### config.mk
export PLATFORM = sky130hd
export DESIGN_NAME = reg_scoreboard_hazard_unit_flat
export DESIGN_NICKNAME = d
export VERILOG_FILES = /design/src/rtl/reg_scoreboard_hazard_unit_if.sv /design/src/rtl/reg_scoreboard_hazard_unit.sv /design/src/flat_wrapper.sv
export SDC_FILE = /design/constraint.sdc
export NUM_CORES = 1
export LEC_CHECK = 0
export BUFFER_PORTS_ARGS = -buffer_cell sky130_fd_sc_hd__buf_2
export CAP_MARGIN = 10
export CORE_MARGIN = 1.5
export CORE_UTILIZATION = 40
export DETAILED_ROUTE_END_ITERATION = 8
export PLACE_DENSITY = 0.62
export SYNTH_ARGS = -nofsm -noshare
export SYNTH_HDL_FRONTEND = slang
export SYNTH_SLANG_ARGS = --single-unit
### constraint.sdc
create_clock -name clk -period 4.7 [get_ports clk]
set_input_delay 0.235 -clock clk [delete_from_list [all_inputs] [get_ports clk]]
set_output_delay 0.235 -clock clk [all_outputs]
set_load 0.005 [all_outputs]
### src/rtl/reg_scoreboard_hazard_unit_if.sv
// ID/WB-side bundle of the register scoreboard.
// master drives decode and writeback info; slave is the scoreboard.
interface reg_scoreboard_hazard_unit_if #(
  parameter int NUM_REGS = 32,
  parameter int ADDR_W   = 5,
  parameter int PERF_W   = 16
);
  logic                id_valid;
  logic [ADDR_W-1:0]   id_rs1;
  logic [ADDR_W-1:0]   id_rs2;
  logic                id_rs1_used;
  logic                id_rs2_used;
  logic                id_reg_write;
  logic [ADDR_W-1:0]   id_rd;
  logic                wb_valid;
  logic [ADDR_W-1:0]   wb_rd;
  logic                flush;
  logic                stall_if;
  logic                stall_id;
  logic                bubble_ex;
  logic                issue;
  logic [NUM_REGS-1:0] pending_mask;
  logic [PERF_W-1:0]   stall_cycles;
  logic                wb_underflow;

  modport master (
    output id_valid, id_rs1, id_rs2,
    output id_rs1_used, id_rs2_used,
    output id_reg_write, id_rd,
    output wb_valid, wb_rd, flush,
    input  stall_if, stall_id, bubble_ex,
    input  issue, pending_mask,
    input  stall_cycles, wb_underflow
  );

  modport slave (
    input  id_valid, id_rs1, id_rs2,
    input  id_rs1_used, id_rs2_used,
    input  id_reg_write, id_rd,
    input  wb_valid, wb_rd, flush,
    output stall_if, stall_id, bubble_ex,
    output issue, pending_mask,
    output stall_cycles, wb_underflow
  );
endinterface

### src/rtl/reg_scoreboard_hazard_unit.sv
// ID-stage register scoreboard with saturating in-flight counters.
// Raises stall/bubble on RAW or counter saturation; releases on WB.
module reg_scoreboard_hazard_unit #(
  parameter int NUM_REGS  = 32,
  parameter int ADDR_W    = 5,
  parameter int CNT_W     = 2,
  parameter int WB_BYPASS = 1,
  parameter int ZERO_REG  = 1,
  parameter int PERF_W    = 16
) (
  input logic clk,
  input logic reset,
  reg_scoreboard_hazard_unit_if.slave sb
);

  typedef enum logic {RUN, STALL} state_t;

  localparam logic [CNT_W-1:0] MAX = '1;
  localparam logic [CNT_W-1:0] ONE = CNT_W'(1);

  logic [CNT_W-1:0]    cnt [NUM_REGS];
  logic [CNT_W-1:0]    c1, c2, cd, cw;
  logic                busy1, busy2, full, haz;
  logic                inc, dec, same, under;
  logic [NUM_REGS-1:0] inc_vec, dec_vec;
  logic [PERF_W-1:0]   stall_cycles;
  logic                wb_underflow;
  logic                count_en;
  state_t              state, nxt;

  always_comb begin
    c1 = cnt[sb.id_rs1];
    c2 = cnt[sb.id_rs2];
    cd = cnt[sb.id_rd];
    cw = cnt[sb.wb_rd];

    busy1 = (c1 != '0);
    if ((WB_BYPASS != 0) && sb.wb_valid &&
        (sb.wb_rd == sb.id_rs1) && (c1 == ONE))
      busy1 = 1'b0;
    if ((ZERO_REG != 0) && (sb.id_rs1 == '0))
      busy1 = 1'b0;

    busy2 = (c2 != '0);
    if ((WB_BYPASS != 0) && sb.wb_valid &&
        (sb.wb_rd == sb.id_rs2) && (c2 == ONE))
      busy2 = 1'b0;
    if ((ZERO_REG != 0) && (sb.id_rs2 == '0))
      busy2 = 1'b0;

    full = sb.id_reg_write && (cd == MAX);
    haz  = sb.id_valid &&
           ((sb.id_rs1_used && busy1) ||
            (sb.id_rs2_used && busy2) || full);
  end

  // register 0 never counts up or down when hardwired
  always_comb begin
    inc = sb.id_valid && !haz && !sb.flush &&
          sb.id_reg_write &&
          !((ZERO_REG != 0) && (sb.id_rd == '0));
    dec = sb.wb_valid &&
          !((ZERO_REG != 0) && (sb.wb_rd == '0));
    same    = inc && dec && (sb.id_rd == sb.wb_rd);
    under   = dec && !same && (cw == '0);
    inc_vec = inc ? (NUM_REGS'(1) << sb.id_rd) : '0;
    dec_vec = dec ? (NUM_REGS'(1) << sb.wb_rd) : '0;
  end

  always_ff @(posedge clk or negedge reset) begin
    if (!reset) begin
      for (int r = 0; r < NUM_REGS; r++)
        cnt[r] <= '0;
      wb_underflow <= 1'b0;
    end else if (sb.flush) begin
      for (int r = 0; r < NUM_REGS; r++)
        cnt[r] <= '0;
    end else begin
      for (int r = 0; r < NUM_REGS; r++) begin
        if (inc_vec[r] && !dec_vec[r])
          cnt[r] <= cnt[r] + ONE;
        else if (dec_vec[r] && !inc_vec[r] &&
                 (cnt[r] != '0))
          cnt[r] <= cnt[r] - ONE;
      end
      if (under)
        wb_underflow <= 1'b1;
    end
  end

  always_ff @(posedge clk or negedge reset) begin
    if (!reset) begin
      state        <= RUN;
      stall_cycles <= '0;
    end else begin
      state <= nxt;
      if (count_en && (stall_cycles != '1))
        stall_cycles <= stall_cycles + PERF_W'(1);
    end
  end

  always_comb begin
    nxt = RUN;
    if (!sb.flush && haz)
      nxt = STALL;
  end

  always_comb begin
    count_en     = (state == STALL) && (nxt == STALL);
    sb.stall_if  = reset && haz;
    sb.stall_id  = reset && haz;
    sb.bubble_ex = reset && haz;
    sb.issue     = reset && sb.id_valid &&
                   !haz && !sb.flush;
    for (int r = 0; r < NUM_REGS; r++)
      sb.pending_mask[r] = (cnt[r] != '0);
    sb.stall_cycles = stall_cycles;
    sb.wb_underflow = wb_underflow;
  end

endmodule
### src/flat_wrapper.sv
// flat-port wrapper written by rule: the top's interface ports become plain ports
module reg_scoreboard_hazard_unit_flat 
#(
  parameter int NUM_REGS  = 32,
  parameter int ADDR_W    = 5,
  parameter int CNT_W     = 2,
  parameter int WB_BYPASS = 1,
  parameter int ZERO_REG  = 1,
  parameter int PERF_W    = 16
)
  (clk, reset, sb_id_valid, sb_id_rs1, sb_id_rs2, sb_id_rs1_used, sb_id_rs2_used, sb_id_reg_write, sb_id_rd, sb_wb_valid, sb_wb_rd, sb_flush, sb_stall_if, sb_stall_id, sb_bubble_ex, sb_issue, sb_pending_mask, sb_stall_cycles, sb_wb_underflow);
  reg_scoreboard_hazard_unit_if #(.NUM_REGS(NUM_REGS), .ADDR_W(ADDR_W), .PERF_W(PERF_W)) sb_i ();
  input logic clk;
  input logic reset;
  input wire logic [$bits(sb_i.id_valid)-1:0] sb_id_valid;
  input wire logic [$bits(sb_i.id_rs1)-1:0] sb_id_rs1;
  input wire logic [$bits(sb_i.id_rs2)-1:0] sb_id_rs2;
  input wire logic [$bits(sb_i.id_rs1_used)-1:0] sb_id_rs1_used;
  input wire logic [$bits(sb_i.id_rs2_used)-1:0] sb_id_rs2_used;
  input wire logic [$bits(sb_i.id_reg_write)-1:0] sb_id_reg_write;
  input wire logic [$bits(sb_i.id_rd)-1:0] sb_id_rd;
  input wire logic [$bits(sb_i.wb_valid)-1:0] sb_wb_valid;
  input wire logic [$bits(sb_i.wb_rd)-1:0] sb_wb_rd;
  input wire logic [$bits(sb_i.flush)-1:0] sb_flush;
  output wire logic [$bits(sb_i.stall_if)-1:0] sb_stall_if;
  output wire logic [$bits(sb_i.stall_id)-1:0] sb_stall_id;
  output wire logic [$bits(sb_i.bubble_ex)-1:0] sb_bubble_ex;
  output wire logic [$bits(sb_i.issue)-1:0] sb_issue;
  output wire logic [$bits(sb_i.pending_mask)-1:0] sb_pending_mask;
  output wire logic [$bits(sb_i.stall_cycles)-1:0] sb_stall_cycles;
  output wire logic [$bits(sb_i.wb_underflow)-1:0] sb_wb_underflow;
  assign sb_i.id_valid = sb_id_valid;
  assign sb_i.id_rs1 = sb_id_rs1;
  assign sb_i.id_rs2 = sb_id_rs2;
  assign sb_i.id_rs1_used = sb_id_rs1_used;
  assign sb_i.id_rs2_used = sb_id_rs2_used;
  assign sb_i.id_reg_write = sb_id_reg_write;
  assign sb_i.id_rd = sb_id_rd;
  assign sb_i.wb_valid = sb_wb_valid;
  assign sb_i.wb_rd = sb_wb_rd;
  assign sb_i.flush = sb_flush;
  assign sb_stall_if = sb_i.stall_if;
  assign sb_stall_id = sb_i.stall_id;
  assign sb_bubble_ex = sb_i.bubble_ex;
  assign sb_issue = sb_i.issue;
  assign sb_pending_mask = sb_i.pending_mask;
  assign sb_stall_cycles = sb_i.stall_cycles;
  assign sb_wb_underflow = sb_i.wb_underflow;
  reg_scoreboard_hazard_unit #(.NUM_REGS(NUM_REGS), .ADDR_W(ADDR_W), .CNT_W(CNT_W), .WB_BYPASS(WB_BYPASS), .ZERO_REG(ZERO_REG), .PERF_W(PERF_W)) u_core (.clk(clk), .reset(reset), .sb(sb_i));
endmodule
# ---- Word level (Yosys, flattened, before mapping)
# Cells that the tools add are included.
dict set report totals {
  ff_bits 82
  inputBits 28
  wordCells 465
}
dict set report op_classes {
  n_mux 84
  n_addsub 65
  n_eq_ne 7
  reduce_logical 263
  shifts 2
  n_bitwise 5
  n_lt_le_gt_ge 4
}
# op n
set ops {}
lappend ops {{2-to-1 mux 2 bit} 72}
lappend ops {{logical AND 1 bit} 120}
lappend ops {{nonzero test 3 bit} 32}
lappend ops {{logical NOT 1 bit} 69}
lappend ops {{nonzero test 2 bit} 34}
lappend ops {{adder 2 x 1 -> 2 bit (second input constant)} 32}
lappend ops {{2-to-1 mux 32 bit} 2}
lappend ops {{2-to-1 mux 64 bit} 1}
lappend ops {{<< shifter 1 x 5 -> 32 bit (first input constant)} 2}
lappend ops {{subtractor 2 x 1 -> 2 bit (second input constant)} 32}
lappend ops {{binary-select mux 2 bit (select 5 bit)} 4}
lappend ops {{greater-or-equal comparator 6 bit (second input constant)} 4}
lappend ops {{NOT 5 -> 6 bit} 4}
lappend ops {{logical NOT 5 bit} 4}
lappend ops {{adder 16 x 1 -> 16 bit (second input constant)} 1}
lappend ops {{!= test 16 bit (second input constant)} 1}
lappend ops {{== test 5 bit} 3}
lappend ops {{2-to-1 mux 1 bit} 5}
lappend ops {{== test 2 x 1 -> 1 bit (second input constant)} 2}
lappend ops {{== test 2 bit (second input constant)} 1}
lappend ops {{logical NOT 2 bit} 1}
lappend ops {{logical OR 1 bit} 2}
lappend ops {{AND reduction 2 bit} 1}
lappend ops {{NOT 1 bit} 1}

# ---- Depth between registers and ports, before layout
# Gate-level depths: netlist of run 1.
dict set report depth {
  depth_word 24
  depth_mapped 13
  mapped_depth_nobuf 8
}

# ---- Worst setup path before layout of run 1
# No wires, ideal clock.
dict set report synth_path {
  path_kind {reg-to-output}
  startpoint {register u_core.cnt[50] (netlist name)}
  endpoint {output sb_issue}
  stages_incl_launch_ff 12
  path_slack_ns 1.800
  n_path_buf 4
  arrival_ns 2.665
  path_cell_list {dfrtp_1 -> clkbuf_1 -> nand2_1 -> mux4_2 -> mux4_2 -> a22oi_4 -> nand2_4 -> and3_1 -> buf_2 -> buf_4 -> buf_6 -> and3_1}
}
dict set report synth_between {
  elab_chain_cells 14
  word_cells_on_any_way 29
  classes_between {eq/ne (3); mux (13); reduce/logical (13)}
}
# item line_no
set synth_lines {}
lappend synth_lines {{start, declared} reg_scoreboard_hazard_unit.sv:21} ;# logic [CNT_W-1:0] cnt [NUM_REGS];
lappend synth_lines {{start signal, assigned by index} reg_scoreboard_hazard_unit.sv:81} ;# cnt[r] <= cnt[r] + ONE;
lappend synth_lines {{start signal, assigned by index} reg_scoreboard_hazard_unit.sv:84} ;# cnt[r] <= cnt[r] - ONE;
lappend synth_lines {{binary-select mux 2 bit (select 5 bit), on equally long branches} {reg_scoreboard_hazard_unit.sv:32, reg_scoreboard_hazard_unit.sv:33}}
lappend synth_lines {{2-to-1 mux 2 bit, on equally long branches (2 in a row)} {reg_scoreboard_hazard_unit.sv:32, reg_scoreboard_hazard_unit.sv:33}}
lappend synth_lines {{== test 2 x 1 -> 1 bit, on equally long branches} {reg_scoreboard_hazard_unit.sv:39, reg_scoreboard_hazard_unit.sv:46}}
lappend synth_lines {{logical AND 1 bit, on equally long branches} {reg_scoreboard_hazard_unit.sv:39, reg_scoreboard_hazard_unit.sv:46}}
lappend synth_lines {{2-to-1 mux 1 bit, on equally long branches} {reg_scoreboard_hazard_unit.sv:38, reg_scoreboard_hazard_unit.sv:45}}
lappend synth_lines {{2-to-1 mux 1 bit, on equally long branches} {reg_scoreboard_hazard_unit.sv:41, reg_scoreboard_hazard_unit.sv:48}}
lappend synth_lines {{logical AND 1 bit, on equally long branches} {reg_scoreboard_hazard_unit.sv:53, reg_scoreboard_hazard_unit.sv:54}}
lappend synth_lines {{logical OR 1 bit} reg_scoreboard_hazard_unit.sv:53} ;# ((sb.id_rs1_used && busy1) ||
lappend synth_lines {{logical OR 1 bit (*)} reg_scoreboard_hazard_unit.sv:54} ;# (sb.id_rs2_used && busy2) || full);
lappend synth_lines {{logical AND 1 bit (*)} reg_scoreboard_hazard_unit.sv:52} ;# haz = sb.id_valid &&
lappend synth_lines {{logical NOT 1 bit (*)} reg_scoreboard_hazard_unit.sv:114} ;# !haz && !sb.flush;
lappend synth_lines {{logical AND 1 bit (*)} reg_scoreboard_hazard_unit.sv:113} ;# sb.issue = reset && sb.id_valid &&
lappend synth_lines {{logical AND 1 bit (*)} reg_scoreboard_hazard_unit.sv:114}
lappend synth_lines {{end, declared} flat_wrapper.sv:28} ;# output wire logic [$bits(sb_i.issue)-1:0] sb_issue;
# Mark *: on every way between the ends. The rest lies on a longest branch, timed or not. The select of a mux whose other input is x is not followed.

# ---- Final worst setup path of run 1
dict set report layout_path {
  startpoint {register u_core.cnt[33] (netlist name)}
  endpoint {output sb_issue}
}
# The elaborated chain is that of the path after synthesis.

==> impl_metrics.ini, run 1 <==
[clocking]
clkSinkCount = 82
deepest_clock_path_buffer_count = 2
cts_buffers = 9
postCtsSetupBuffers = 0
cts_tree = done
path_clk_slew_ns = 0.07
clock_latency_ns = 0.36
ctsHtreeMaxLevel = 3
cts_root_buf = sky130_fd_sc_hd__clkbuf_16

[global_routing]
grt_start_max_net_pins = 50
grt_first_pass_wirelength_um = 42400
grt.total_usage_pct = 27.8
globalRoute.totalOverflow = 0
grt_pass1_vias = 7168
antenna_violations_before_repair = 0

[critical_path]
critical_path.max_stage_delay_ns = 0.55
worstSetupStartpointType = register
criticalPathCategory = reg -> out
cp.buffers_inverters = 1
r2r_slack_ns = 1.12
cp.required_ns = 4.47
critical-path-slowest-cell = sky130_fd_sc_hd__mux4_2
critical_path.reg2reg.endpoint = u_core.cnt[11]$_DFFE_PN0P_
crit_path_cell_trace = nand2_1 -> mux4_2 -> mux4_2 -> a22oi_4 -> nand2_4 -> and3_1 -> and3_1 -> buf_2
crit_cells = 8
crit_fanout = 17
cp_top_family = simple AND/OR/NAND/NOR gates
r2r.worst_path.cells = 9
critPathArrivalTime_ns = 3.51
end_kind = primary output
regToRegStartpoint = u_core.cnt[33]$_DFFE_PN0P_

[detailed_routing]
route.vias.total = 7830
routed_via_density = 6.61
route.detailed.drc = 0
drt-total-wl_um = 27300
final_antenna_net_count = 0
wl_per_cell_um = 23.1
detail_route.iter0.violations = 990
drt-pass1-iter-count = 8

[sta]
worst_slew_pin_slew_ns = 0.964
final_period_util_pct = 79.6
rsz0062_at_grt = false
finClkSkew_ns = 0.0104
slew_violations = 0
top_achievable_clock_speed_mhz = 267
timing_hold_violations_final = 0
final.min_clock_period_ns = 3.74
worst_slew_margin_rel_pct = 35.2
setup-tns-final_ns = 0
final-setup-viol-count = 0

[finish]
post_route_cells_drive_above_1_share_pct = 19.3
nNetsFinal = 974
fin_area_um2 = 8430
antenna_cells_inserted = 0
synthesis_to_finish_area_growth_pct = 10.3
fillers = 1866
multiInputGateArea_um2 = 5200
register_area_um2 = 2050

[logic_synthesis]
synth-edff-count = 0
ys_dominant_reg_cell = sky130_fd_sc_hd__dfrtp_1
async_flop_share_pct = 100
synth.top_cells.by_area = sky130_fd_sc_hd__dfrtp_1 (27%), sky130_fd_sc_hd__mux4_2 (11%), sky130_fd_sc_hd__nand2_1 (5.3%)
postSynthCellCount = 908
syn-cell-area_um2 = 7640
commonest_cells_in_the_synthesized_netlist = sky130_fd_sc_hd__nand2_1 (108), sky130_fd_sc_hd__nor2_1 (91), sky130_fd_sc_hd__dfrtp_1 (82)
yosys_cell_types = 73
ys.warnings.count = 0
synth-seq-cells = 82
synthDominantCellAreaShare_pct = 26.8
synth_top_cell_by_area = sky130_fd_sc_hd__dfrtp_1
synthMostInstantiatedCell = sky130_fd_sc_hd__nand2_1
post_synthesis_net_count = 937
synth_seq_area_share_pct = 26.8
synthesis.area_per_instance_um2 = 8.42

[floorplan]
design.die.area_um2 = 20000
floorplan.die.height_um = 141
std_cell_rows = 50
die_width_um = 141
core_area_um2 = 18700
num_ports = 81
initial_utilization_pct = 40.9

[power]
powerDensity_nw_per_um2 = 208
irDropWorstVdd_uv = 181
p_leak_nw = 3.60

[min_path]
min_delay_path_depth = 3
min_from = sb_id_valid
hold_path_end = u_core.state$_DFF_PN0_
type_of_the_most_critical_hold_path = in -> reg

[placed_design]
placement.cell_area_um2 = 8130
finalWeightedCongestion = 1.05
portBuffers = 80
dp_hpwl_um = 19800

[flow_run]
maxCapViolations = 0

[outcome]
outcome = complete, no violations
how the worst max path moves through the flow:
stage	startpoint	to	slack, ns
after floorplan	u_core.cnt[50]$_DFFE_PN0P_	sb_issue	1.80
after global placement	sb_id_rd[1]	u_core.sb.stall_cycles[1]$_DFFE_PN0P_	1.18
after detailed placement	sb_id_rd[1]	u_core.cnt[11]$_DFFE_PN0P_	1.12
after CTS	u_core.cnt[34]$_DFFE_PN0P_	sb_issue	1.01
after global routing	u_core.cnt[33]$_DFFE_PN0P_	sb_issue	0.84
final	u_core.cnt[33]$_DFFE_PN0P_	sb_issue	0.96
routing by layer:
layer	wire length (um)	global-route usage, %	part of all wire, %	up-vias
met5	0	0	0	-
met4	1190	11.1	4.3	0
met3	2730	5.71	10	106
met2	11800	41.9	43	500
met1	11600	38.9	43	3751
li1	-	-	-	3473
flip-flops by register name (all words and copies together), names as in the netlist:
signal	flops
u_core.cnt	64
u_core.sb.stall_cycles	16
u_core.sb.wb_underflow	1
u_core.state	1
worst min-delay path, delay by kind of cell:
| family | cells | cell delay, ns |
|---|---|---|
| buf+inv | 1 | 0.12 |
| simple gates | 2 | 0.20 |
stage by stage:
step / std cells / total power [mW] / utilization [%] / setup WS [ns] / hold WS, ns
6_report: 1184 / 1.75 / 45.1 / 0.958 / 0.242
5_1_grt: 1184 / 1.82 / 45.1 / 0.835 / 0.263
4_1_cts: 1184 / 1.76 / 45.1 / 1.01 / 0.237
3_5_place_dp: 1167 / 1.03 / 43.4 / 1.12 / 0.223
3_3_place_gp: 1167 / 1.03 / 43.4 / 1.18 / 0.223
2_1_floorplan: 908 / 0.927 / - / 1.80 / -0.0606
repair_timing:
action,CTS,global route
resized for setup,0,0
hold buffers,1,0
hold endpoints to repair,33,0
report_power, final:
| part | switching [mW] | total [mW] | leakage [nW] | internal, mW |
|---|---|---|---|---|
| combinational | 0.213 | 0.299 | 2.32 | 0.0859 |
| clock | 0.353 | 0.728 | 0.142 | 0.375 |
| sequential | 0.0119 | 0.727 | 1.14 | 0.715 |
cells in the final DEF, fill, tap and decap left out, types with 10 or more instances in the layout:
master / instances
sky130_fd_sc_hd__mux4_2: 36
sky130_fd_sc_hd__or2_2: 24
sky130_fd_sc_hd__nor4_1: 13
sky130_fd_sc_hd__and3_1: 30
sky130_fd_sc_hd__a21oi_1: 29
sky130_fd_sc_hd__nor3_1: 20
sky130_fd_sc_hd__nand4_1: 21
sky130_fd_sc_hd__o21ai_0: 29
sky130_fd_sc_hd__xnor2_1: 38
sky130_fd_sc_hd__inv_1: 29
sky130_fd_sc_hd__nand3_1: 30
sky130_fd_sc_hd__buf_2: 79
sky130_fd_sc_hd__nand2_1: 108
sky130_fd_sc_hd__a211oi_1: 39
sky130_fd_sc_hd__nor2_1: 91
sky130_fd_sc_hd__xor2_1: 14
sky130_fd_sc_hd__o2111ai_1: 12
sky130_fd_sc_hd__dfrtp_1: 82
sky130_fd_sc_hd__and2_1: 13
sky130_fd_sc_hd__mux2i_1: 28
sky130_fd_sc_hd__buf_4: 10
sky130_fd_sc_hd__nor2b_1: 18
final cells by class:
type | instances | area share (%)
Clock buffer | 9 | 2.67
Clock inverter | 7 | 0.802
Inverter | 30 | 1.34
Multi-Input combinational cell | 732 | 61.7
Sequential cell | 82 | 24.3
Tap cell | 234 | 3.47
Timing Repair Buffer | 90 | 5.70
kinds of logic after synthesis:
family | share of synthesized area (%)
adders and majority gates | 0.164
and+or+nand+nor | 26.4
xor gates and xnor gates | 5.96
AOI/OAI and AO/OA | 20.3
muxes | 15.0
buffers and inverters | 5.32
DFF | 26.8
No activity file was read; power rests on OpenSTA's default activity.
==> run 2, diff against run 1 <==
--- a/config.mk
+++ b/config.mk
@@ -10,7 +10,7 @@
 export CORE_MARGIN = 1.5
 export CORE_UTILIZATION = 40
 export DETAILED_ROUTE_END_ITERATION = 8
-export PLACE_DENSITY = 0.62
+export PLACE_DENSITY = 0.64
 export SYNTH_ARGS = -nofsm -noshare
 export SYNTH_HDL_FRONTEND = slang
 export SYNTH_SLANG_ARGS = --single-unit
==> constraint.sdc (replaced) <==
create_clock -name clk -period 3 [get_ports clk]
set_input_delay 0.15 -clock clk [delete_from_list [all_inputs] [get_ports clk]]
set_output_delay 0.15 -clock clk [all_outputs]
set_load 0.005 [all_outputs]
==> impl_metrics.ini, run 2 (same netlist as run 1, synthesis figures left out) <==
[clocking]
path_clk_slew_ns = 0.07
cts_tree = done
ctsHtreeMaxLevel = 3
clkSinkCount = 82
cts_buffers = 9
deepest_clock_path_buffer_count = 2
cts_root_buf = sky130_fd_sc_hd__clkbuf_16
clock_latency_ns = 0.36

[sta]
final_period_util_pct = 105
top_achievable_clock_speed_mhz = 317
finClkSkew_ns = 0.00760
final.min_clock_period_ns = 3.16
worst_slew_margin_rel_pct = 43.8
timing_hold_violations_final = 0
slew_violations = 0
final_critical_path_setup_slack_ns = -0.158
rsz0062_at_grt = true
worst_slew_pin_slew_ns = 0.843
final-setup-viol-count = 29

[placed_design]
dp_hpwl_um = 22000
portBuffers = 80
finalWeightedCongestion = 0.966

[critical_path]
worst_setup_path_startpoint = u_core.cnt[41]$_DFFE_PN0P_
worstSetupStartpointType = register
r2r.worst_path.cells = 13
critical_path.reg2reg.endpoint = u_core.cnt[26]$_DFFE_PN0P_
crit_fanout = 5
r2r_slack_ns = -0.10
critPathArrivalTime_ns = 3.01
worst_setup_path_endpoint = sb_issue
regToRegStartpoint = u_core.cnt[63]$_DFFE_PN0P_
cp.required_ns = 2.85
end_kind = primary output
criticalPathCategory = reg -> out

[power]
internal_power_mw = 1.98
powerDensity_nw_per_um2 = 287
total_switching_power_mw = 0.983
share_seq_of_total_power_pct = 38.5
fin_total_pwr_mw = 2.96
clockPowerShare_pct = 38.4
comb_power_share_pct = 23.2
power.share.switching_pct = 33.2
p_leak_nw = 4.57
irDropWorstVdd_uv = 272

[detailed_routing]
route.vias.total = 8629
wl_per_cell_um = 22.9
route.detailed.drc = 0
final_antenna_net_count = 0
detail_route.iter0.violations = 1053
routed_via_density = 6.43
drt-total-wl_um = 30800
drt-pass1-iter-count = 6

[finish]
most_used_cells_in_the_layout_excluding_fill_and_tap_cells = sky130_fd_sc_hd__buf_4 (130), sky130_fd_sc_hd__nand2_1 (106), sky130_fd_sc_hd__nor2_1 (91), sky130_fd_sc_hd__dfrtp_1 (79), sky130_fd_sc_hd__buf_2 (76)
synthesis_to_finish_area_growth_pct = 35.2
largest_reg_flops = 64
fillers = 1676
nNetsFinal = 1131
reg_top3 = u_core.cnt (64), u_core.sb.stall_cycles (16)
fin_util_pct = 55.3
layout.cells.most_common = sky130_fd_sc_hd__buf_4
top_register = u_core.cnt
antenna_cells_inserted = 0
post_route_cells_drive_above_1_share_pct = 37.0

[global_routing]
grt.total_usage_pct = 30.1
globalRoute.totalOverflow = 0
antenna_violations_before_repair = 0
grt_first_pass_wirelength_um = 45600
grt_start_max_net_pins = 62
grt_pass1_vias = 7832

[min_path]
type_of_the_most_critical_hold_path = in -> reg

[floorplan]
core_area_um2 = 18700
num_ports = 81
std_cell_rows = 50
die_width_um = 141
design.die.area_um2 = 20000
initial_utilization_pct = 40.9
floorplan.die.height_um = 141

[outcome]
outcome = complete, but fails checks
violations = negative setup slack

[flow_run]
maxCapViolations = 0
[run 2: metal layers]
metal / wire (um) / share of wire [%] / GRT usage [%]
met5: 0 / 0 / 0
met4: 1360 / 4.4 / 13.5
met3: 3140 / 10 / 5.98
met2: 14000 / 45 / 46.9
met1: 12300 / 40 / 40.4
[run 2: per-stage QoR]
step | setup slack [ns] | hold slack, ns | cell area [um2] | setup TNS (ns) | cells
2_1_floorplan | 0.185 | -0.146 | 7640 | 0 | 908
3_3_place_gp | -0.243 | 0.166 | 9100 | -2.22 | 1289
3_5_place_dp | -0.256 | 0.163 | 9100 | -2.84 | 1289
4_1_cts | -0.0443 | 0.178 | 9730 | -0.128 | 1326
5_1_grt | -0.217 | 0.210 | 10300 | -6.34 | 1341
6_report | -0.158 | 0.183 | 10300 | -1.98 | 1341
[run 2: how the worst min path moves through the flow]
| stage | from | to | slack (ns) | cells after the start |
|---|---|---|---|---|
| finish | sb_id_valid | u_core.state$_DFF_PN0_ | 0.18 | 3 |
| global route | sb_id_valid | u_core.state$_DFF_PN0_ | 0.21 | 3 |
| CTS | sb_id_valid | u_core.state$_DFF_PN0_ | 0.18 | 3 |
| detailed placement | reset | u_core.cnt[60]$_DFFE_PN0P_ | 0.16 | 1 |
| global placement | reset | u_core.cnt[60]$_DFFE_PN0P_ | 0.17 | 1 |
| floorplan | reset | u_core.cnt[0]$_DFFE_PN0P_ | -0.15 | 0 |
[run 2: area by class of cell]
class | count | area [um2] | share of cell area (%)
tap | 234 | 293 | 2.83
sequential | 82 | 2060 | 19.9
multi-input combinational | 732 | 5660 | 54.7
timing repair buffer | 247 | 1930 | 18.6
inverter | 30 | 113 | 1.09
clock buffer | 9 | 225 | 2.18
clock inverter | 7 | 71.3 | 0.690
[run 2: timing repair]
action,in CTS,in global routing
resized for setup,29,97
hold buffers,2,0
gates cloned,1,2
setup endpoints to repair,35,61
setup buffers,21,14
endpoints found under the hold margin,29,0
pin swaps,20,63
[run 2: power groups by stage]
stage	registers, mW	clock network, mW	logic (mW)
after global placement	1.16	0	0.552
after CTS	1.14	1.15	0.598
after global routing	1.14	1.19	0.718
after floorplan	1.16	0	0.295
final	1.14	1.14	0.687
after detailed placement	1.16	0	0.554
[run 2: worst max-delay path, stage by stage, from the launching register on]
cell and delay (ns):
sky130_fd_sc_hd__dfrtp_2 0.41, sky130_fd_sc_hd__buf_6 0.12, sky130_fd_sc_hd__nand2_4 0.04, sky130_fd_sc_hd__mux4_2 0.49
sky130_fd_sc_hd__mux4_2 0.56, sky130_fd_sc_hd__a22oi_4 0.26, sky130_fd_sc_hd__nand2_4 0.09, sky130_fd_sc_hd__buf_12 0.13
sky130_fd_sc_hd__and3_4 0.14, sky130_fd_sc_hd__buf_6 0.12, sky130_fd_sc_hd__and3_4 0.17, sky130_fd_sc_hd__buf_6 0.11
==> run 3, diff against run 2 <==
--- a/config.mk
+++ b/config.mk
@@ -5,12 +5,13 @@
 export SDC_FILE = /design/constraint.sdc
 export NUM_CORES = 1
 export LEC_CHECK = 0
+export ABC_AREA = 1
 export BUFFER_PORTS_ARGS = -buffer_cell sky130_fd_sc_hd__buf_2
 export CAP_MARGIN = 10
 export CORE_MARGIN = 1.5
 export CORE_UTILIZATION = 40
 export DETAILED_ROUTE_END_ITERATION = 8
-export PLACE_DENSITY = 0.64
+export PLACE_DENSITY = 0.62
 export SYNTH_ARGS = -nofsm -noshare
 export SYNTH_HDL_FRONTEND = slang
 export SYNTH_SLANG_ARGS = --single-unit
==> constraint.sdc (replaced) <==
create_clock -name clk -period 3.7 [get_ports clk]
set_input_delay 0.185 -clock clk [delete_from_list [all_inputs] [get_ports clk]]
set_output_delay 0.185 -clock clk [all_outputs]
set_load 0.005 [all_outputs]
==> impl_metrics.ini, run 3 <==
[outcome]
outcome = complete, no violations

[finish]
most_used_cells_in_the_layout_excluding_fill_and_tap_cells = sky130_fd_sc_hd__nand2_1 (454), sky130_fd_sc_hd__nand3_1 (238), sky130_fd_sc_hd__nor2_1 (231), sky130_fd_sc_hd__inv_1 (160), sky130_fd_sc_hd__nand4_1 (116)
post_route_cells_drive_above_1_share_pct = 8.74
layout.cells.most_common = sky130_fd_sc_hd__nand2_1
nNetsFinal = 1558
synthesis_to_finish_area_growth_pct = 9.91
largest_reg_flops = 64
reg_top3 = u_core.cnt (64), u_core.sb.stall_cycles (16)
fillers = 2271
top_register = u_core.cnt

[logic_synthesis]
yosys_cell_types = 35
commonest_cells_in_the_synthesized_netlist = sky130_fd_sc_hd__nand2_1 (454), sky130_fd_sc_hd__nand3_1 (238), sky130_fd_sc_hd__nor2_1 (231)
postSynthCellCount = 1494
synth_top_cell_by_area = sky130_fd_sc_hd__dfrtp_1
synthDominantCellAreaShare_pct = 24.3
ys_dominant_reg_cell = sky130_fd_sc_hd__dfrtp_1
post_synthesis_net_count = 1523
synth_seq_area_share_pct = 24.3
async_flop_share_pct = 100
ys.warnings.count = 0
synthMostInstantiatedCell = sky130_fd_sc_hd__nand2_1
synth.top_cells.by_area = sky130_fd_sc_hd__dfrtp_1 (24%), sky130_fd_sc_hd__nand2_1 (20%), sky130_fd_sc_hd__nand3_1 (14%)
synth-edff-count = 0
synth-seq-cells = 82
syn-cell-area_um2 = 8440
synthesis.area_per_instance_um2 = 5.65

[placed_design]
portBuffers = 80
dp_hpwl_um = 25400
finalWeightedCongestion = 1.02
dp_slack_ns = 0.825

[sta]
slew_violations = 0
worst_slew_margin_rel_pct = 21.0
final_critical_path_setup_slack_ns = 0.985
final.min_clock_period_ns = 2.72
hold_slack_ns = 0.302
worst_slew_pin_slew_ns = 1.18
final_period_util_pct = 73.4
timing_hold_violations_final = 0
setup-tns-final_ns = 0
finClkSkew_ns = 0.00953
top_achievable_clock_speed_mhz = 368
final-setup-viol-count = 0
rsz0062_at_grt = false

[power]
power.share.switching_pct = 43.1
clockPowerShare_pct = 29.1
internal_power_mw = 1.83
powerDensity_nw_per_um2 = 347
fin_total_pwr_mw = 3.22
p_leak_nw = 4.80
irDropWorstVdd_uv = 272
share_seq_of_total_power_pct = 37.3
total_switching_power_mw = 1.39
comb_power_share_pct = 33.5

[detailed_routing]
drt-total-wl_um = 33500
wl_per_cell_um = 18.5
route.vias.total = 10432
drt-pass1-iter-count = 6
routed_via_density = 5.78
detail_route.iter0.violations = 1057
route.detailed.drc = 0
final_antenna_net_count = 0

[clocking]
clkSinkCount = 82
path_clk_slew_ns = 0.07
cts_buffers = 9
clock_latency_ns = 0.36
ctsHtreeMaxLevel = 3
postCtsSetupBuffers = 0
deepest_clock_path_buffer_count = 2
cts_root_buf = sky130_fd_sc_hd__clkbuf_16
cts_tree = done

[critical_path]
critPathArrivalTime_ns = 2.96
regToRegStartpoint = u_core.cnt[10]$_DFFE_PN0P_
worstSetupStartpointType = register
end_kind = register
cp.required_ns = 3.95
crit_fanout = 6
r2r.worst_path.cells = 18
r2r_slack_ns = 0.98
critical_path.reg2reg.endpoint = u_core.cnt[55]$_DFFE_PN0P_
criticalPathCategory = reg -> reg

[global_routing]
globalRoute.totalOverflow = 0
grt_pass1_vias = 9214
grt_start_max_net_pins = 122
antenna_violations_before_repair = 0
grt_first_pass_wirelength_um = 51700
grt.total_usage_pct = 30.3

[floorplan]
num_ports = 81
die_width_um = 148
initial_utilization_pct = 41.2
design.die.area_um2 = 22000
std_cell_rows = 52
floorplan.die.height_um = 148
core_area_um2 = 20500

[min_path]
min_from = sb_flush
min_delay_path_depth = 2
hold_path_end = u_core.cnt[63]$_DFFE_PN0P_
type_of_the_most_critical_hold_path = in -> reg

[flow_run]
maxCapViolations = 0
==> run 3: cell types whose count changed after synthesis, moves of 28 or more <==
cell / before / now
sky130_fd_sc_hd__and3_1: 30 / 0
sky130_fd_sc_hd__mux2i_1: 28 / 0
sky130_fd_sc_hd__mux4_2: 36 / 0
sky130_fd_sc_hd__nand4_1: 21 / 116
sky130_fd_sc_hd__nand3_1: 30 / 238
sky130_fd_sc_hd__nor2_1: 91 / 231
sky130_fd_sc_hd__inv_1: 29 / 160
sky130_fd_sc_hd__nand2_1: 108 / 454
sky130_fd_sc_hd__xnor2_1: 38 / 5
sky130_fd_sc_hd__a211oi_1: 39 / 0
==> run 3: critical path, cell delays in order (launching register included) <==
cell	delay, ns
sky130_fd_sc_hd__dfrtp_1	0.47
sky130_fd_sc_hd__inv_1	0.20
sky130_fd_sc_hd__nand2_1	0.08
sky130_fd_sc_hd__nand3_1	0.09
sky130_fd_sc_hd__nand2_1	0.07
sky130_fd_sc_hd__nand2_1	0.06
sky130_fd_sc_hd__nand2_1	0.09
sky130_fd_sc_hd__nand2_1	0.07
sky130_fd_sc_hd__nand3_1	0.07
sky130_fd_sc_hd__nand3_1	0.07
sky130_fd_sc_hd__nand2_1	0.06
sky130_fd_sc_hd__nand2_1	0.14
sky130_fd_sc_hd__nand3_2	0.18
sky130_fd_sc_hd__nor2_1	0.38
sky130_fd_sc_hd__nand3_1	0.17
sky130_fd_sc_hd__nand2_1	0.11
sky130_fd_sc_hd__nand3_1	0.10
sky130_fd_sc_hd__nor2_1	0.14
sky130_fd_sc_hd__nor2_1	0.05
==> run 3: kinds of logic (layout without fill, tap and decap cells) <==
group                    Yosys count  count (layout)  synth area share (%)
flip-flops                        82              82                  24.3
adder cells (fa/ha/maj)            1               1                 0.148
AND/OR/NAND/NOR                 1081            1081                  56.6
buffers and inverters            247             287                  12.3
XOR/XNOR                          16              16                  1.66
AO/OA/AOI/OAI                     67              67                  4.98
other                              0               2                     0
==> run 3: timing repair <==
action,4_1_cts,5_1_grt
endpoints found under the hold margin,43,0
hold buffers,1,0
endpoints found under the setup margin,0,0
resized for setup,0,0
==> run 3: metrics by stage <==
step           std cells  area (um2)  util [%]
4_1_cts             1804        9270      45.2
6_report            1806        9270      45.3
3_5_place_dp        1787        8950      43.7
5_1_grt             1804        9270      45.2
2_1_floorplan       1494        8440         -
3_3_place_gp        1787        8950      43.7
==> run 3: layout make-up <==
class	instances	area (um2)	share of cell area (%)
sequential	82	2050	22.1
inverter	172	649	7.00
clock buffer	9	225	2.43
clock inverter	7	86.3	0.931
timing repair buffer	99	573	6.18
tap	270	338	3.64
antenna	2	5.00	0.0540
multi-input combinational	1165	5350	57.6
==> run 3: power by group through the flow <==
stage,logic [mW],registers [mW],clock network (mW)
floorplan,0.716,1.12,0
global placement,1.05,1.20,0
detailed placement,1.06,1.20,0
CTS,1.06,1.19,0.956
global route,1.21,1.21,0.987
finish,1.08,1.20,0.937
==> run 3: worst max path at each step <==
stage / from / endpoint / slack, ns
floorplan: sb_id_rd[1] / u_core.cnt[11]$_DFFE_PN0P_ / 1.65
detailed placement: sb_id_rd[0] / u_core.cnt[55]$_DFFE_PN0P_ / 0.82
CTS: u_core.cnt[36]$_DFFE_PN0P_ / u_core.cnt[55]$_DFFE_PN0P_ / 1.07
global placement: sb_id_rd[0] / u_core.cnt[9]$_DFFE_PN0P_ / 0.81
global route: u_core.cnt[6]$_DFFE_PN0P_ / u_core.cnt[55]$_DFFE_PN0P_ / 0.75
finish: u_core.cnt[10]$_DFFE_PN0P_ / u_core.cnt[55]$_DFFE_PN0P_ / 0.98
==> run 3: metal layers <==
layer	track usage [%]	routed length, um	vias up
met2	44.6	14100	578
met5	0	0	-
met1	43.4	14300	4784
met4	11.8	1200	0
li1	-	-	4980
met3	6.38	3910	90
